$ cat src/rtl/cic_decim.sv
// cic_decim -- cascaded integrator-comb decimator.
//
// N integrators run at the input sample rate. An internal counter marks every
// R-th input strobe as a decimation event. Each event starts a time-shared comb
// pass: one subtractor is stepped through the N comb stages, one stage per clock.
// The comb result is normalised back to bw bits by a rate-dependent right shift.
//
// Optional build macro: CIC_DECIM_ROUND_EN
//   defined   : round-half-up before the shift, then saturate to bw bits
//   undefined : plain truncation (floor), no saturation
//
// Ports
//   clock       system clock
//   reset       asynchronous, active-high; clears all state
//   enable      low = synchronous clear of all state and outputs
//   rate[7:0]   decimation factor R; 0 is treated as 1 and >2^log2_of_max_rate
//               is treated as 2^log2_of_max_rate
//   strobe_in   one-cycle pulse per valid input sample
//   signal_in   input sample, two's complement, valid while strobe_in is high
//   strobe_out  one-cycle pulse per output sample
//   signal_out  output sample, held between strobe_out pulses
//   overrun     one-cycle pulse when a decimation event is dropped
//   fsm_state   current comb-sequencer state (debug observation)
//
// Handshake: strobe_in and strobe_out are single-cycle valid pulses with no
// backpressure. A sample is taken on every clock edge where strobe_in is high,
// and the output is valid for exactly the cycle in which strobe_out is high.
// A decimation event that finds the comb sequencer busy is discarded and
// reported on overrun. The integrators and the counter still advance.
module cic_decim #(
    parameter int bw               = 16,
    parameter int N                = 4,
    parameter int log2_of_max_rate = 7,
    parameter int maxbitgain       = N * log2_of_max_rate
) (
    input  logic          clock,
    input  logic          reset,
    input  logic          enable,
    input  logic [7:0]    rate,
    input  logic          strobe_in,
    input  logic [bw-1:0] signal_in,
    output logic          strobe_out,
    output logic [bw-1:0] signal_out,
    output logic          overrun,
    output logic [1:0]    fsm_state
);

    localparam int W  = bw + maxbitgain;
    localparam int RW = log2_of_max_rate + 1;
    localparam int CW = (log2_of_max_rate > 0) ? log2_of_max_rate : 1;
    localparam int LW = $clog2(log2_of_max_rate + 1);
    localparam int SW = $clog2(maxbitgain + 1);
    localparam int KW = (N > 1) ? $clog2(N) : 1;

    localparam logic [7:0]    RATE_CAP = 8'(1 << log2_of_max_rate);
    localparam logic [KW-1:0] K_LAST   = KW'(N - 1);

    localparam logic [1:0] S_IDLE    = 2'd0;
    localparam logic [1:0] S_CAPTURE = 2'd1;
    localparam logic [1:0] S_COMB    = 2'd2;
    localparam logic [1:0] S_OUT     = 2'd3;

    logic [1:0]           state;
    logic [KW-1:0]        k;
    logic [CW-1:0]        count;
    logic signed [W-1:0]  integ [N];
    logic signed [W-1:0]  delay [N];
    logic signed [W-1:0]  x;

    logic [RW-1:0]        r_eff;
    logic [LW-1:0]        clog_r;
    logic [SW-1:0]        shift;
    logic                 count_last;
    logic                 dec_event;
    logic signed [W:0]    x_ext;
    logic signed [W:0]    x_sh;
    logic [bw-1:0]        norm;

    assign fsm_state = state;

    // Clamp the requested rate into the legal range 1..2^log2_of_max_rate.
    always_comb begin
        if (rate == 8'd0) begin
            r_eff = RW'(1);
        end else if (rate > RATE_CAP) begin
            r_eff = RW'(RATE_CAP);
        end else begin
            r_eff = RW'(rate);
        end
    end

    // ceil(log2(R)): the number of powers of two that are strictly below R.
    always_comb begin
        clog_r = '0;
        for (int i = 0; i < log2_of_max_rate; i++) begin
            if ((RW'(1) << i) < r_eff) begin
                clog_r = LW'(i + 1);
            end
        end
    end

    assign shift = SW'(int'(clog_r) * N);

    // Use >= instead of == so that a rate lowered while running still wraps at once
    // and does not walk the counter through its whole range.
    assign count_last = (count >= CW'(r_eff - RW'(1)));
    assign dec_event  = strobe_in && count_last;

    // Normalisation of the comb result down to bw bits.
`ifdef CIC_DECIM_ROUND_EN
    localparam logic signed [W:0] SAT_MAX = {{(W - bw + 2){1'b0}}, {(bw - 1){1'b1}}};
    localparam logic signed [W:0] SAT_MIN = ~SAT_MAX;
    logic signed [W:0] half;

    always_comb begin
        x_ext = {x[W-1], x};
        half  = (shift == '0) ? '0 : ((W + 1)'(1) << (shift - SW'(1)));
        x_sh  = (x_ext + half) >>> shift;
        if (x_sh > SAT_MAX) begin
            norm = SAT_MAX[bw-1:0];
        end else if (x_sh < SAT_MIN) begin
            norm = SAT_MIN[bw-1:0];
        end else begin
            norm = x_sh[bw-1:0];
        end
    end
`else
    always_comb begin
        x_ext = {x[W-1], x};
        x_sh  = x_ext >>> shift;
        norm  = x_sh[bw-1:0];
    end
`endif

    always_ff @(posedge clock or posedge reset) begin
        if (reset) begin
            state      <= S_IDLE;
            k          <= '0;
            count      <= '0;
            x          <= '0;
            strobe_out <= 1'b0;
            signal_out <= '0;
            overrun    <= 1'b0;
            for (int i = 0; i < N; i++) begin
                integ[i] <= '0;
                delay[i] <= '0;
            end
        end else if (!enable) begin
            state      <= S_IDLE;
            k          <= '0;
            count      <= '0;
            x          <= '0;
            strobe_out <= 1'b0;
            signal_out <= '0;
            overrun    <= 1'b0;
            for (int i = 0; i < N; i++) begin
                integ[i] <= '0;
                delay[i] <= '0;
            end
        end else begin
            strobe_out <= 1'b0;
            overrun    <= dec_event && (state != S_IDLE);

            // Every integrator adds the registered value of the stage before it.
            // This gives a pipelined chain, so the final stage lags the input by
            // N-1 samples.
            if (strobe_in) begin
                integ[0] <= integ[0] + {{(W - bw){signal_in[bw-1]}}, signal_in};
                for (int i = 1; i < N; i++) begin
                    integ[i] <= integ[i] + integ[i-1];
                end
                count <= count_last ? '0 : count + CW'(1);
            end

            case (state)
                S_IDLE: begin
                    if (dec_event) begin
                        state <= S_CAPTURE;
                    end
                end
                S_CAPTURE: begin
                    // The event edge has already updated the last integrator.
                    x     <= integ[N-1];
                    k     <= '0;
                    state <= S_COMB;
                end
                S_COMB: begin
                    // One shared subtractor steps through the comb stages in turn.
                    x        <= x - delay[k];
                    delay[k] <= x;
                    if (k == K_LAST) begin
                        state <= S_OUT;
                    end else begin
                        k <= k + KW'(1);
                    end
                end
                S_OUT: begin
                    signal_out <= norm;
                    strobe_out <= 1'b1;
                    state      <= S_IDLE;
                end
                default: begin
                    state <= S_IDLE;
                end
            endcase
        end
    end

endmodule

$ cat config.mk
export PLATFORM = sky130hd
export DESIGN_NAME = cic_decim
export DESIGN_NICKNAME = d
export VERILOG_FILES = /design/src/rtl/cic_decim.sv
export SDC_FILE = /design/constraint.sdc
export NUM_CORES = 2
export LEC_CHECK = 0
export BUFFER_PORTS_ARGS = -buffer_cell sky130_fd_sc_hd__buf_2
export CORE_UTILIZATION = 65
export CTS_CLUSTER_DIAMETER = 60
export DETAILED_ROUTE_END_ITERATION = 16
export MAX_ROUTING_LAYER = met4
export PLACE_DENSITY = 0.82
export SLEW_MARGIN = 10
export SYNTH_ARGS = -nofsm -noshare
export SYNTH_HDL_FRONTEND = slang
export SYNTH_SLANG_ARGS = --single-unit
$ cat constraint.sdc
create_clock -name clock -period 19.1 [get_ports clock]
set_input_delay 3.82 -clock clock [delete_from_list [all_inputs] [get_ports clock]]
set_output_delay 3.82 -clock clock [all_outputs]
set_load 0.1 [all_outputs]
Word-level counts from Yosys, hierarchy flattened
Index checks and enable logic that the tools add are counted.
{ "classes": {"addsub": 8, "order_cmp": 11, "n_eq_ne": 11, "shift": 1, "muxes": 36, "bitwise": 1, "reduce_logical": 8} }
{ "ops": {"columns": ["operator", "n"], "rows": [
  ["$mux W176", 4],
  ["$add A44 B44 Y44", 4],
  ["$bwmux W176", 1],
  ["$mux W44", 4],
  ["$bmux W44 S2", 1],
  ["$demux W44 S2", 1],
  ["$pmux W44 S2", 1],
  ["$sshr A44 B5 Y16", 1],
  ["$sub A44 B44 Y44", 1],
  ["$mux W16", 2],
  ["$mux W7", 3],
  ["$mux W3", 6],
  ["$mux W8", 2],
  ["$mux W2", 5],
  ["$ne A3 B3 Y1 const B", 3],
  ["$gt A8 B8 Y1 const B", 1],
  ["$logic_not A8 Y1", 1],
  ["$lt A1 B8 Y1 const A", 1],
  ["$lt A2 B8 Y1 const A", 1],
  ["$lt A3 B8 Y1 const A", 1],
  ["$lt A4 B8 Y1 const A", 1],
  ["$lt A5 B8 Y1 const A", 1],
  ["$lt A6 B8 Y1 const A", 1],
  ["$lt A7 B8 Y1 const A", 1],
  ["other kinds (18)", 28]
]} }
{ "totals": {"reg_bits": 425, "input_bits": 28, "output_inout_bits": 20} }

Longest topological paths before layout
{ "logic_depth": {"word_depth": 14, "depth_mapped": 16, "mapped_depth_nobuf": 15} }

Worst setup path before layout
OpenSTA, ideal clock, no wires.
{ "synth_path": {"path_kind": "input to register", "start": "input rate[2]", "end": "register signal_out[0]", "setup_ns": 0.142, "t_arrival_ns": 6.758, "required_ns": 18.958, "setup_slack_ns": 12.200, "stages": 16, "path_buffers": 1, "cell_sequence": "or2_2 > nor2_1 > a21oi_1 > or2_2 > ha_1 > inv_1 > o21ai_0 > nand2_1 > nor2_2 > o21ai_1 > nand2_1 > nor3_1 > buf_2 > mux4_2 > mux2i_1 > a211oi_1"} }
{ "synth_between": {"elab_chain_len": 14, "word_cells_on_any_way": 21} }
{ "synth_rtl": {"columns": ["item", "line", "source"], "rows": [
  ["from (decl)", "39", "input logic [7:0] rate,"],
  ["$gt A8 B8 Y1", "85", "end else if (rate > RATE_CAP) begin"],
  ["$mux W8", "85", null],
  ["$mux W8 *", "83", "if (rate == 8'd0) begin"],
  ["$lt A1 B8 Y1", "96", "if ((RW'(1) << i) < r_eff) begin"],
  ["$mux W1", "96", null],
  ["$mux W3 (5 in a row)", "96", null],
  ["$mux W3 *", "96", null],
  ["$sshr A44 B5 Y16 *", "130", "x_sh = x_ext >>> shift;"],
  ["$mux W16 *", "175", "case (state)"],
  ["$mux W16 *", "148", "end else if (!enable) begin"],
  ["to (signal assigned)", "198", "signal_out <= norm;"],
  ["to (decl)", "43", "output logic [bw-1:0] signal_out,"]
]} }
Mark *: on every way between the ends. The rest lies on a longest branch, timed or not. The select of a mux whose other input is x is not followed.
A chain may end at the register's enable or synchronous reset.

Worst setup path after layout
{ "layout_path": {"start": "input rate[2]", "end": "register signal_out[14]"} }
Same word-level chain as after synthesis.

==> out/qor.yml <==
grt_pass1_vias: 24849
cts_tree: "yes"
grt_max_degree: 140
wl_per_cell_um: 19.8
syn_nets: 3558
ys_types: 75
setup_viol_count_final: 0
crit_type: "input port to flop"
clk_latency_ps: 580
avgSynthCellArea_um2: 9.07
finalSetupTns_ps: 0
fp.dieH_um: 216
final.setup_skew_ps: 15.1
place.gp.congestion: 0.956
path_max_fanout: 32
crit_path_end_kind: "flop"
fillerInstances: 3399
yosys_warnings: 0
die-width_um: 216
min_to: "k[0]"
drt_iter0_markers: 2723
cts_root_buffer: "clkbuf_16"
numPortBuffers: 47
gr-usage-met1: 0.428
grt_use_met2: 0.566
drc: 0
start_util: 0.658
worst_hold_path_type: "flop to flop"
fin_crit_ps: 6910
tightest_slew_ps: 1270
antenna_found_initial: 0
max-cap-violations: 0
rrSetupSlack_ps: 13970
num_rows: 78
ys_seq_area_frac: 0.356
wl_mm: 77.0
viasPerCell: 6.52
r2r_start: "k[0]"
dpl.hpwl_mm: 54.0
synth_enable_flop_cells: 0
cts.clk_slew.worst_paths_ps: 60
post_cts_resized: 0
die-area_mm2: 0.0468
layout.nets: 3515
cts_setup_buffers: 0
drtPass1Iterations: 5
use_met3: 0.0498
drive_gt1_frac: 0.0819
syn_area_mm2: 0.0299
core_area_mm2: 0.0454
ys_ff_latch: 425
p_leak_nw: 15.2
slew_viol_final: 0
ant_nets: 0
hold_depth: 1
rsz0062_at_grt: "no"
clock.fmax_mhz: 145
crit_arrival_ps: 7320
required_ps: 19510
grt_pass1_wl_mm: 126
cts_buffers: 48
cts_hold_buf: 0
cts_sinks: 425
synthFlopType: "dfrtp_1"
power_mw: 3.79
pin_count: 48
power_density_mw_per_mm2: 118
worstSetupStartpointType: "input port"
grtUsageTotal: 0.341
final_core_util: 0.708
finalHoldViolCount: 0
top_usage_layer: "met2"
r2r_end: "x[42]"
multi_input_area_mm2: 0.0182
seq_area_mm2: 0.0106
layout_commonest_cell: "nand2_1"
htree_num_levels: 2
synthCells: 3292
grt_overflow: 0
area_delta_synth_final_pct: 7.50
fin_crit_sh: 0.362
irDropWorstVdd_mv: 0.0810
finalHoldWorstSlack_ps: 464
synth_async_sr_flop_share: 1.00
antennaDiodeCount: 0
outcome: "finished, final reports clean"
clock_path_buffers: 3
final_cell_mix: "nand2_1, dfrtp_1, a21oi_1"
via_count: 25313
max_slew_margin: 0.150
hp-start: "k[0]"
rr_worst_depth: 15
==> cells by family (layout without fill, tap and decap cells) <==
logic type                 after synthesis  after routing  synth area share
AOI/OAI and AO/OA                     1029           1029             0.219
and+or+nand+nor                        947            947             0.138
DFF                                    425            425             0.356
buffers and inverters                  278            271            0.0351
adders and majority gates              238            238             0.101
muxes                                  195            195            0.0977
xor gates and xnor gates               180            180            0.0528
==> where the power goes <==
group	internal, mW	switching [mW]	leakage (nW)
sequential	0.987	0.175	5.85
clock	0.565	0.374	0.788
combinational	0.698	0.997	8.52
total	2.25	1.55	15.2
==> cells in the mapped netlist (10+ instances only) <==
| cell | count | area (µm²) |
|---|---|---|
| nand2_1 | 452 | 1700 |
| dfrtp_1 | 425 | 10600 |
| a21oi_1 | 349 | 1750 |
| nor2_1 | 245 | 920 |
| ha_1 | 233 | 2920 |
| o21ai_0 | 157 | 786 |
| clkbuf_1 | 151 | 567 |
| a21o_1 | 129 | 968 |
| inv_1 | 109 | 409 |
| mux2i_1 | 106 | 1060 |
| xnor2_1 | 104 | 911 |
| a211oi_1 | 101 | 758 |
| mux4_2 | 76 | 1710 |
| xor2_1 | 76 | 666 |
| a22o_1 | 49 | 429 |
| nand3_1 | 46 | 230 |
| o21bai_1 | 44 | 330 |
| nor2b_1 | 39 | 244 |
| a31oi_1 | 29 | 181 |
| nand2b_1 | 27 | 169 |
| nor3_1 | 26 | 130 |
| nand4_1 | 24 | 150 |
| o21a_1 | 24 | 180 |
| and3_1 | 22 | 138 |
| o21ai_1 | 22 | 110 |
| o211ai_1 | 19 | 143 |
| and2_1 | 14 | 87.6 |
| buf_1 | 14 | 52.6 |
| or3_1 | 14 | 87.6 |
| mux2_2 | 13 | 146 |
| o31ai_1 | 13 | 97.6 |
| o22ai_1 | 10 | 62.6 |
==> how the worst max path moves through the flow <==
stage | cells after the start | start | to
3_3_place_gp | 17 | rate[3] | signal_out[1]
5_1_grt | 17 | rate[2] | signal_out[5]
6_report | 17 | rate[2] | signal_out[14]
4_1_cts | 17 | rate[3] | signal_out[2]
2_1_floorplan | 1 | reset | count[0]
3_5_place_dp | 17 | rate[3] | signal_out[2]
==> cell type report <==
type                       instances  area share
clock inverter                    22     0.00795
inverter                         110      0.0133
timing repair buffer              75      0.0145
sequential                       425       0.331
multi-input combinational       2589       0.567
clock buffer                      64      0.0421
tap                              600      0.0234
==> registers in the layout (all words and copies together), names as in the netlist <==
register,cells
delay,176
x,44
strobe_out,1
signal_out,16
overrun,1
integ,176
fsm_state,2
count,7
k,2
==> worst max-delay path, cell delays in order <==
cell and delay [ps]:
buf_2 120, or2_2 150, nor2_1 40, a21oi_1 120, or2_2 140, ha_1 240
inv_1 70, o21ai_0 140, nand2_1 80, nor2_2 960, o21ai_1 170, nand2_1 130
nor3_2 40, buf_4 290, mux4_2 510, mux2i_1 160, a211oi_1 90
==> per-layer routing <==
metal / vias up / routed length, µm
li1: 11892 / -
met1: 12273 / 32200
met2: 968 / 36900
met3: 180 / 5310
met4: 0 / 2640
met5: - / 0
==> metrics by stage <==
| stage | std cells | setup WS (ps) | area [µm²] |
|---|---|---|---|
| floorplan | 3292 | 3450 | 29900 |
| global placement | 3799 | 11600 | 30500 |
| detailed placement | 3799 | 11600 | 30500 |
| CTS | 3885 | 12210 | 32100 |
| global route | 3885 | 11880 | 32100 |
| finish | 3885 | 12190 | 32100 |
Note: power is estimated with default switching activity, not from simulation.
